[src/rtl/mole_pkg.sv]
`default_nettype none
// ============================================================================
// Module : mole_pkg
// Brief  : Shared types and constants for the whack-a-mole round controller:
//          FSM state encoding, LFSR seed/taps and the score width.
// Rev    : 1.0  initial release
// ============================================================================
package mole_pkg;

  // Game sequencer states
  typedef enum logic [1:0] {
    ST_IDLE = 2'd0,
    ST_GAP  = 2'd1,
    ST_SHOW = 2'd2,
    ST_DONE = 2'd3
  } state_e;

  localparam logic [15:0] c_lfsr_seed = 16'hACE1;
  localparam logic [15:0] c_lfsr_taps = 16'hB400;
  localparam int unsigned c_score_w   = 8;

  // One step of a right-shifting Galois LFSR
  function automatic logic [15:0] lfsr_next(input logic [15:0] cur);
    return {1'b0, cur[15:1]} ^ (cur[0] ? c_lfsr_taps : 16'h0000);
  endfunction

endpackage : mole_pkg
`default_nettype wire

[src/rtl/mole_lfsr.sv]
`default_nettype none
// ============================================================================
// Module : mole_lfsr
// Brief  : Free-running 16-bit Galois LFSR used to pick the next mole.
//          Advances every clock from reset.
// Rev    : 1.0  initial release
// ============================================================================
module mole_lfsr
  import mole_pkg::*;
(
  input  logic        clk,
  input  logic        rst,
  output logic [15:0] q
);

  logic [15:0] lfsr_q;
  logic [15:0] lfsr_d;

  // Next value of the shift register
  always_comb begin
    lfsr_d = lfsr_next(lfsr_q);
  end

  // Shift register, seeded on reset
  always_ff @(posedge clk or posedge rst) begin
    if (rst) begin
      lfsr_q <= c_lfsr_seed;
    end else begin
      lfsr_q <= lfsr_d;
    end
  end

  assign q = lfsr_q;

endmodule : mole_lfsr
`default_nettype wire

[src/rtl/mole_round_ctrl.sv]
`default_nettype none
// ============================================================================
// Module : mole_round_ctrl
// Brief  : Whack-a-mole game sequencer. Lights one mole at a time for a
//          fixed window, scores hits and misses, counts rounds.
//          Optional build macro MOLE_MISS_PENALTY_EN: a wrong key while a
//          mole is lit costs one point (saturating at zero).
// Rev    : 1.0  initial release
// ============================================================================
module mole_round_ctrl
  import mole_pkg::*;
#(
  parameter int unsigned N_MOLES    = 8,
  parameter int unsigned SHOW_TICKS = 25000000,
  parameter int unsigned GAP_TICKS  = 10000000,
  parameter int unsigned ROUNDS     = 16
) (
  input  logic                 clk,
  input  logic                 rst,
  input  logic                 start,
  input  logic [N_MOLES-1:0]   key_pulse,
  output logic [N_MOLES-1:0]   mole_led,
  output logic [c_score_w-1:0] score,
  output logic [7:0]           round_cnt,
  output logic                 busy,
  output logic                 done,
  output logic                 hit_pulse,
  output logic                 miss_pulse
);

  // Timer counts down from (ticks-1) to 0, so it only needs to hold max-1
  localparam int unsigned c_tmax = (SHOW_TICKS > GAP_TICKS) ? SHOW_TICKS : GAP_TICKS;
  localparam int unsigned c_tw   = $clog2(c_tmax);
  localparam int unsigned c_iw   = $clog2(N_MOLES);

  localparam logic [c_tw-1:0]      c_gap_load  = c_tw'(GAP_TICKS - 1);
  localparam logic [c_tw-1:0]      c_show_load = c_tw'(SHOW_TICKS - 1);
  localparam logic [c_tw-1:0]      c_t_one     = c_tw'(1);
  localparam logic [7:0]           c_rounds    = 8'(ROUNDS);
  localparam logic [7:0]           c_n8        = 8'(N_MOLES);
  localparam logic [c_score_w-1:0] c_score_max = {c_score_w{1'b1}};
  localparam logic [c_score_w-1:0] c_score_one = c_score_w'(1);
  localparam logic [N_MOLES-1:0]   c_led_one   = N_MOLES'(1);

  state_e               state_q, state_d;
  logic [c_tw-1:0]      timer_q, timer_d;
  logic [c_iw-1:0]      idx_q, idx_d;
  logic                 prev_valid_q, prev_valid_d;
  logic [N_MOLES-1:0]   mole_led_q, mole_led_d;
  logic [c_score_w-1:0] score_q, score_d;
  logic [7:0]           round_q, round_d;
  logic                 busy_q, busy_d;
  logic                 done_q, done_d;
  logic                 hit_q, hit_d;
  logic                 miss_q, miss_d;

  logic [15:0]          w_lfsr;
  logic                 w_unused_lfsr_hi;
  logic [7:0]           w_raw8;
  logic [7:0]           w_pick8;
  logic [c_iw-1:0]      w_idx;
  logic                 w_hit;

  mole_lfsr u_lfsr (
    .clk (clk),
    .rst (rst),
    .q   (w_lfsr)
  );

  // Only the low byte feeds the mole choice
  assign w_unused_lfsr_hi = ^w_lfsr[15:8];

  // Pick the next mole; bump by one (wrapping) so it never repeats the last one
  always_comb begin
    w_raw8  = w_lfsr[7:0] % c_n8;
    w_pick8 = w_raw8;
    if (prev_valid_q && (w_raw8 == {{(8 - c_iw){1'b0}}, idx_q})) begin
      w_pick8 = ((w_raw8 + 8'd1) == c_n8) ? 8'd0 : (w_raw8 + 8'd1);
    end
    w_idx = w_pick8[c_iw-1:0];
  end

  assign w_hit = key_pulse[idx_q];

`ifdef MOLE_MISS_PENALTY_EN
  logic [N_MOLES-1:0] w_mask;
  logic               w_wrong;
  assign w_mask  = c_led_one << idx_q;
  assign w_wrong = |(key_pulse & ~w_mask);
`endif

  // Game FSM: next state, timer, scoring and output values
  always_comb begin
    state_d      = state_q;
    timer_d      = timer_q;
    idx_d        = idx_q;
    prev_valid_d = prev_valid_q;
    mole_led_d   = mole_led_q;
    score_d      = score_q;
    round_d      = round_q;
    busy_d       = busy_q;
    done_d       = done_q;
    hit_d        = 1'b0;
    miss_d       = 1'b0;

    unique case (state_q)
      ST_IDLE, ST_DONE: begin
        if (start) begin
          state_d      = ST_GAP;
          timer_d      = c_gap_load;
          score_d      = '0;
          round_d      = '0;
          done_d       = 1'b0;
          busy_d       = 1'b1;
          prev_valid_d = 1'b0;
          mole_led_d   = '0;
        end
      end

      ST_GAP: begin
        if (timer_q == '0) begin
          state_d      = ST_SHOW;
          timer_d      = c_show_load;
          idx_d        = w_idx;
          prev_valid_d = 1'b1;
          mole_led_d   = c_led_one << w_idx;
          round_d      = round_q + 8'd1;
        end else begin
          timer_d = timer_q - c_t_one;
        end
      end

      ST_SHOW: begin
        // A hit on the final cycle takes priority over the timeout
        if (w_hit || (timer_q == '0)) begin
          mole_led_d = '0;
          if (w_hit) begin
            hit_d = 1'b1;
            if (score_q != c_score_max) begin
              score_d = score_q + c_score_one;
            end
          end else begin
            miss_d = 1'b1;
          end
          if (round_q == c_rounds) begin
            state_d = ST_DONE;
            busy_d  = 1'b0;
            done_d  = 1'b1;
          end else begin
            state_d = ST_GAP;
            timer_d = c_gap_load;
          end
        end else begin
          timer_d = timer_q - c_t_one;
`ifdef MOLE_MISS_PENALTY_EN
          if (w_wrong && (score_q != '0)) begin
            score_d = score_q - c_score_one;
          end
`else
          // Wrong keys are ignored while a mole is lit
`endif
        end
      end

      default: begin
        state_d = ST_IDLE;
      end
    endcase
  end

  // State and registered outputs; reset aborts any game in progress
  always_ff @(posedge clk or posedge rst) begin
    if (rst) begin
      state_q      <= ST_IDLE;
      timer_q      <= '0;
      idx_q        <= '0;
      prev_valid_q <= 1'b0;
      mole_led_q   <= '0;
      score_q      <= '0;
      round_q      <= '0;
      busy_q       <= 1'b0;
      done_q       <= 1'b0;
      hit_q        <= 1'b0;
      miss_q       <= 1'b0;
    end else begin
      state_q      <= state_d;
      timer_q      <= timer_d;
      idx_q        <= idx_d;
      prev_valid_q <= prev_valid_d;
      mole_led_q   <= mole_led_d;
      score_q      <= score_d;
      round_q      <= round_d;
      busy_q       <= busy_d;
      done_q       <= done_d;
      hit_q        <= hit_d;
      miss_q       <= miss_d;
    end
  end

  assign mole_led   = mole_led_q;
  assign score      = score_q;
  assign round_cnt  = round_q;
  assign busy       = busy_q;
  assign done       = done_q;
  assign hit_pulse  = hit_q;
  assign miss_pulse = miss_q;

endmodule : mole_round_ctrl
`default_nettype wire
[config.mk]
export PLATFORM = sky130hd
export DESIGN_NAME = mole_round_ctrl
export DESIGN_NICKNAME = d
export VERILOG_FILES = /design/src/rtl/mole_pkg.sv /design/src/rtl/mole_lfsr.sv /design/src/rtl/mole_round_ctrl.sv
export SDC_FILE = /design/constraint.sdc
export NUM_CORES = 1
export LEC_CHECK = 0
export ABC_AREA = 1
export BUFFER_PORTS_ARGS = -buffer_cell sky130_fd_sc_hd__buf_2
export CAP_MARGIN = 20
export CORE_UTILIZATION = 41
export CTS_CLUSTER_SIZE = 14
export DETAILED_ROUTE_END_ITERATION = 7
export MAX_ROUTING_LAYER = met4
export PLACE_DENSITY = 0.57
export RECOVER_POWER = 25
export SYNTH_ARGS = -nofsm -noshare
export SYNTH_HDL_FRONTEND = slang
export SYNTH_SLANG_ARGS = --single-unit
[constraint.sdc]
create_clock -name clk -period 7.2 [get_ports clk]
set_input_delay 1.8 -clock clk [delete_from_list [all_inputs] [get_ports clk]]
set_output_delay 1.8 -clock clk [all_outputs]
set_load 0.005 [all_outputs]
==> flow_metrics.tcl <==
set metrics [dict create \
    initial_core_util_pct 42.2 \
    clock.fmax_ghz 0.304 \
    layout-drive-gt1-share_pct 14.7 \
    via_per_inst 4.92 \
    synth_nets 607 \
    syn_avg_cell_area_sq_um 7.43 \
    yosys.cell_types.count 36 \
    min_period_ps 3290 \
    slew_violations 0 \
    setup_viol 0 \
    setup_tns_ps 0 \
    totalWireLength_microns 9810 \
    critPathMaxStageDelay_ps 720 \
    clk_pin_slew_ps 80 \
    hold_violations 0 \
    drc 0 \
    synthesis.area_sq_um 4360 \
    path_delay_family "compound AO/OA/AOI/OAI gates" \
    grt_max_degree 76 \
    setup.worst_path.start_class "input port" \
    post_cts_resized 0 \
    grt_pass1_wl_microns 17000 \
    outcome "finished clean" \
    first_iter_violations 163 \
    rr_worst_depth 9 \
    diodes 0 \
    drt-pass1-iter-count 4 \
    cellPowerDensity_nw_per_um2 304 \
    drv_cap 0 \
    antenna_left 0 \
    cts_sinks 75 \
    dr_total_vias 3771 \
    cp-end-kind "flip-flop" \
    dpl.hpwl_microns 6940 \
    seq_area_frac_synth_pct 43.3 \
    crit_slowest_cell "a21oi_1" \
    min-delay-start "u_lfsr.q[6]" \
    routedWlPerCell_microns 12.8 \
    io-pin-count 39 \
    fin_crit_sh_pct 45.7 \
    crit_required_ps 7450 \
    crit_chain "buf_2, inv_1, nand2_1, nand3_1, nand3_1, nand2_1, nand2_2, a21oi_1, o21ai_0, nand2_1, inv_1" \
    ir_drop_uv 158 \
    cts_root_buffer "clkbuf_8" \
    coreArea_sq_um 10300 \
    crit_top_cell "nand2_1" \
    grt_usage_pct 19.9 \
    hold_class "flip-flop to flip-flop" \
    num_rows 37 \
    async_flop_share_pct 100 \
    tritoncts "done" \
    synth_cells 587 \
    numCtsBuffers 9 \
    worstSetupPathType "input port to flip-flop" \
    post-cts-setup-buffer-count 0 \
    die_x_microns 105 \
    gr-total-overflow 0 \
    die_area_sq_um 11100 \
    clockBufferDepth 2 \
    grt_pass1_vias 3679 \
    max_slew_margin_pct 34.7 \
    clkLatencyLatePin_ps 360 \
    ys_ff_latch 75 \
    rr_startpoint "state_q[0]" \
    rsz0062_at_grt "no" \
    layout_commonest_cell "nand2_1" \
    place.gp.congestion 0.842 \
    nets 646 \
    power.leakage_uw 0.00257 \
    die_h_microns 105 \
    path_buf_inv 3 \
    path_depth 11 \
    synth_top_area_share_pct 38.4 \
    synthTopCellsByArea "dfrtp_1, nand2_1, inv_1, nand3_1, dfstp_2" \
    r2r_end "timer_q[7]" \
    arrival_ps 3550 \
    cts_max_level 3 \
    fin_skew_ps 10.5 \
    tightest_slew_ps 979 \
    area_growth_pct 11.3 \
    synth_edf_count 0 \
    ys_warn_count 0 \
    dp_slack_ps 3550 \
    hold_buffers 0 \
    yosys.area.top_type "dfrtp_1" \
    portBuffers 38 \
    antenna_found_initial 0 \
    final_cell_mix "nand2_1, inv_1, dfrtp_1" \
    critPathMaxFanout 11 \
    critPathLaunch "key_pulse[3]" \
    synth-main-ff-cell "dfrtp_1" \
    worst_slack_ps 3910 \
    r2r_slack_ps 4350 \
    critical_path.endpoint "timer_q[23]" \
]
layout make-up:
type | count | area [sq um]
clock buffers | 11 | 141
clock inverters | 5 | 60.1
fillers | 1056 | 5470
inverters | 75 | 282
multi-input cells | 426 | 2120
flip-flops and latches | 75 | 1890
well taps | 136 | 170
repair buffers | 39 | 198
registers in the layout (all words and copies together), names as in the netlist:
signal and count:
busy 1, idx_q 3, done 1, prev_valid_q 1, hit_pulse 1, score 8, timer_q 25, state_q 2
u_lfsr.q 16, mole_led 8, miss_pulse 1, round_cnt 8
report_power, final:
| part | internal [uW] | leakage (uW) | switching [uW] |
|---|---|---|---|
| sequential | 481 | 0.000972 | 60.3 |
| combinational | 175 | 0.00149 | 419 |
| clock | 171 | 0.0000999 | 168 |
per-layer routing:
metal	vias up	track usage, %	wire length (microns)
met2	51	32.2	4640
met1	1797	24.9	4710
li1	1913	-	-
met5	-	-	0
met4	0	5.23	116
met3	10	5.05	339
kinds of logic after synthesis:
group	count (synthesis)	share of synthesized area, %
adders and majority gates	9	2.58
buffers and inverters	86	8.00
DFF	75	43.3
AOI/OAI and AO/OA	44	6.08
and+or+nand+nor	350	35.5
xor gates and xnor gates	23	4.62
how the worst min path moves through the flow:
| stage | cells past startpoint | slack [ps] | endpoint |
|---|---|---|---|
| floorplan | 0 | 330 | u_lfsr.q[2] |
| global placement | 0 | 330 | u_lfsr.q[8] |
| detailed placement | 0 | 340 | u_lfsr.q[2] |
| CTS | 0 | 360 | u_lfsr.q[5] |
| global route | 0 | 360 | u_lfsr.q[5] |
| finish | 0 | 360 | u_lfsr.q[5] |
worst register-to-register path, cell delays in order, from the launching register on:
cell and delay (ps):
dfrtp_1 420, inv_1 70, ha_1 580, inv_1 410, nor3b_1 520, nand2_2 140
nand2_4 280, inv_1 150, nand3_1 110, nand2_1 60
metrics by stage:
step	cells	total power, uW	instance area (sq um)	util (%)	hold slack [ps]
after global routing	767	1600	4850	47.0	356
after CTS	767	1490	4860	47.1	356
after floorplan	587	1020	4360	-	331
after detailed placement	751	1150	4660	45.2	341
after global placement	751	1130	4660	45.2	333
final	767	1470	4850	47.0	356
cells in the mapped netlist, drive strengths merged, types with 2 or more instances:
cell type  count
nor3           4
o21ai         30
nor2          62
xor2          18
buf            6
a21oi          7
nand4          9
or2            3
nand2        210
nand3b         3
nand3         56
o31ai          4
ha             9
xnor2          5
dfstp          8
o21bai         2
dfrtp         67
inv           74
clkbuf         5
(Power assumes the default switching activity.)
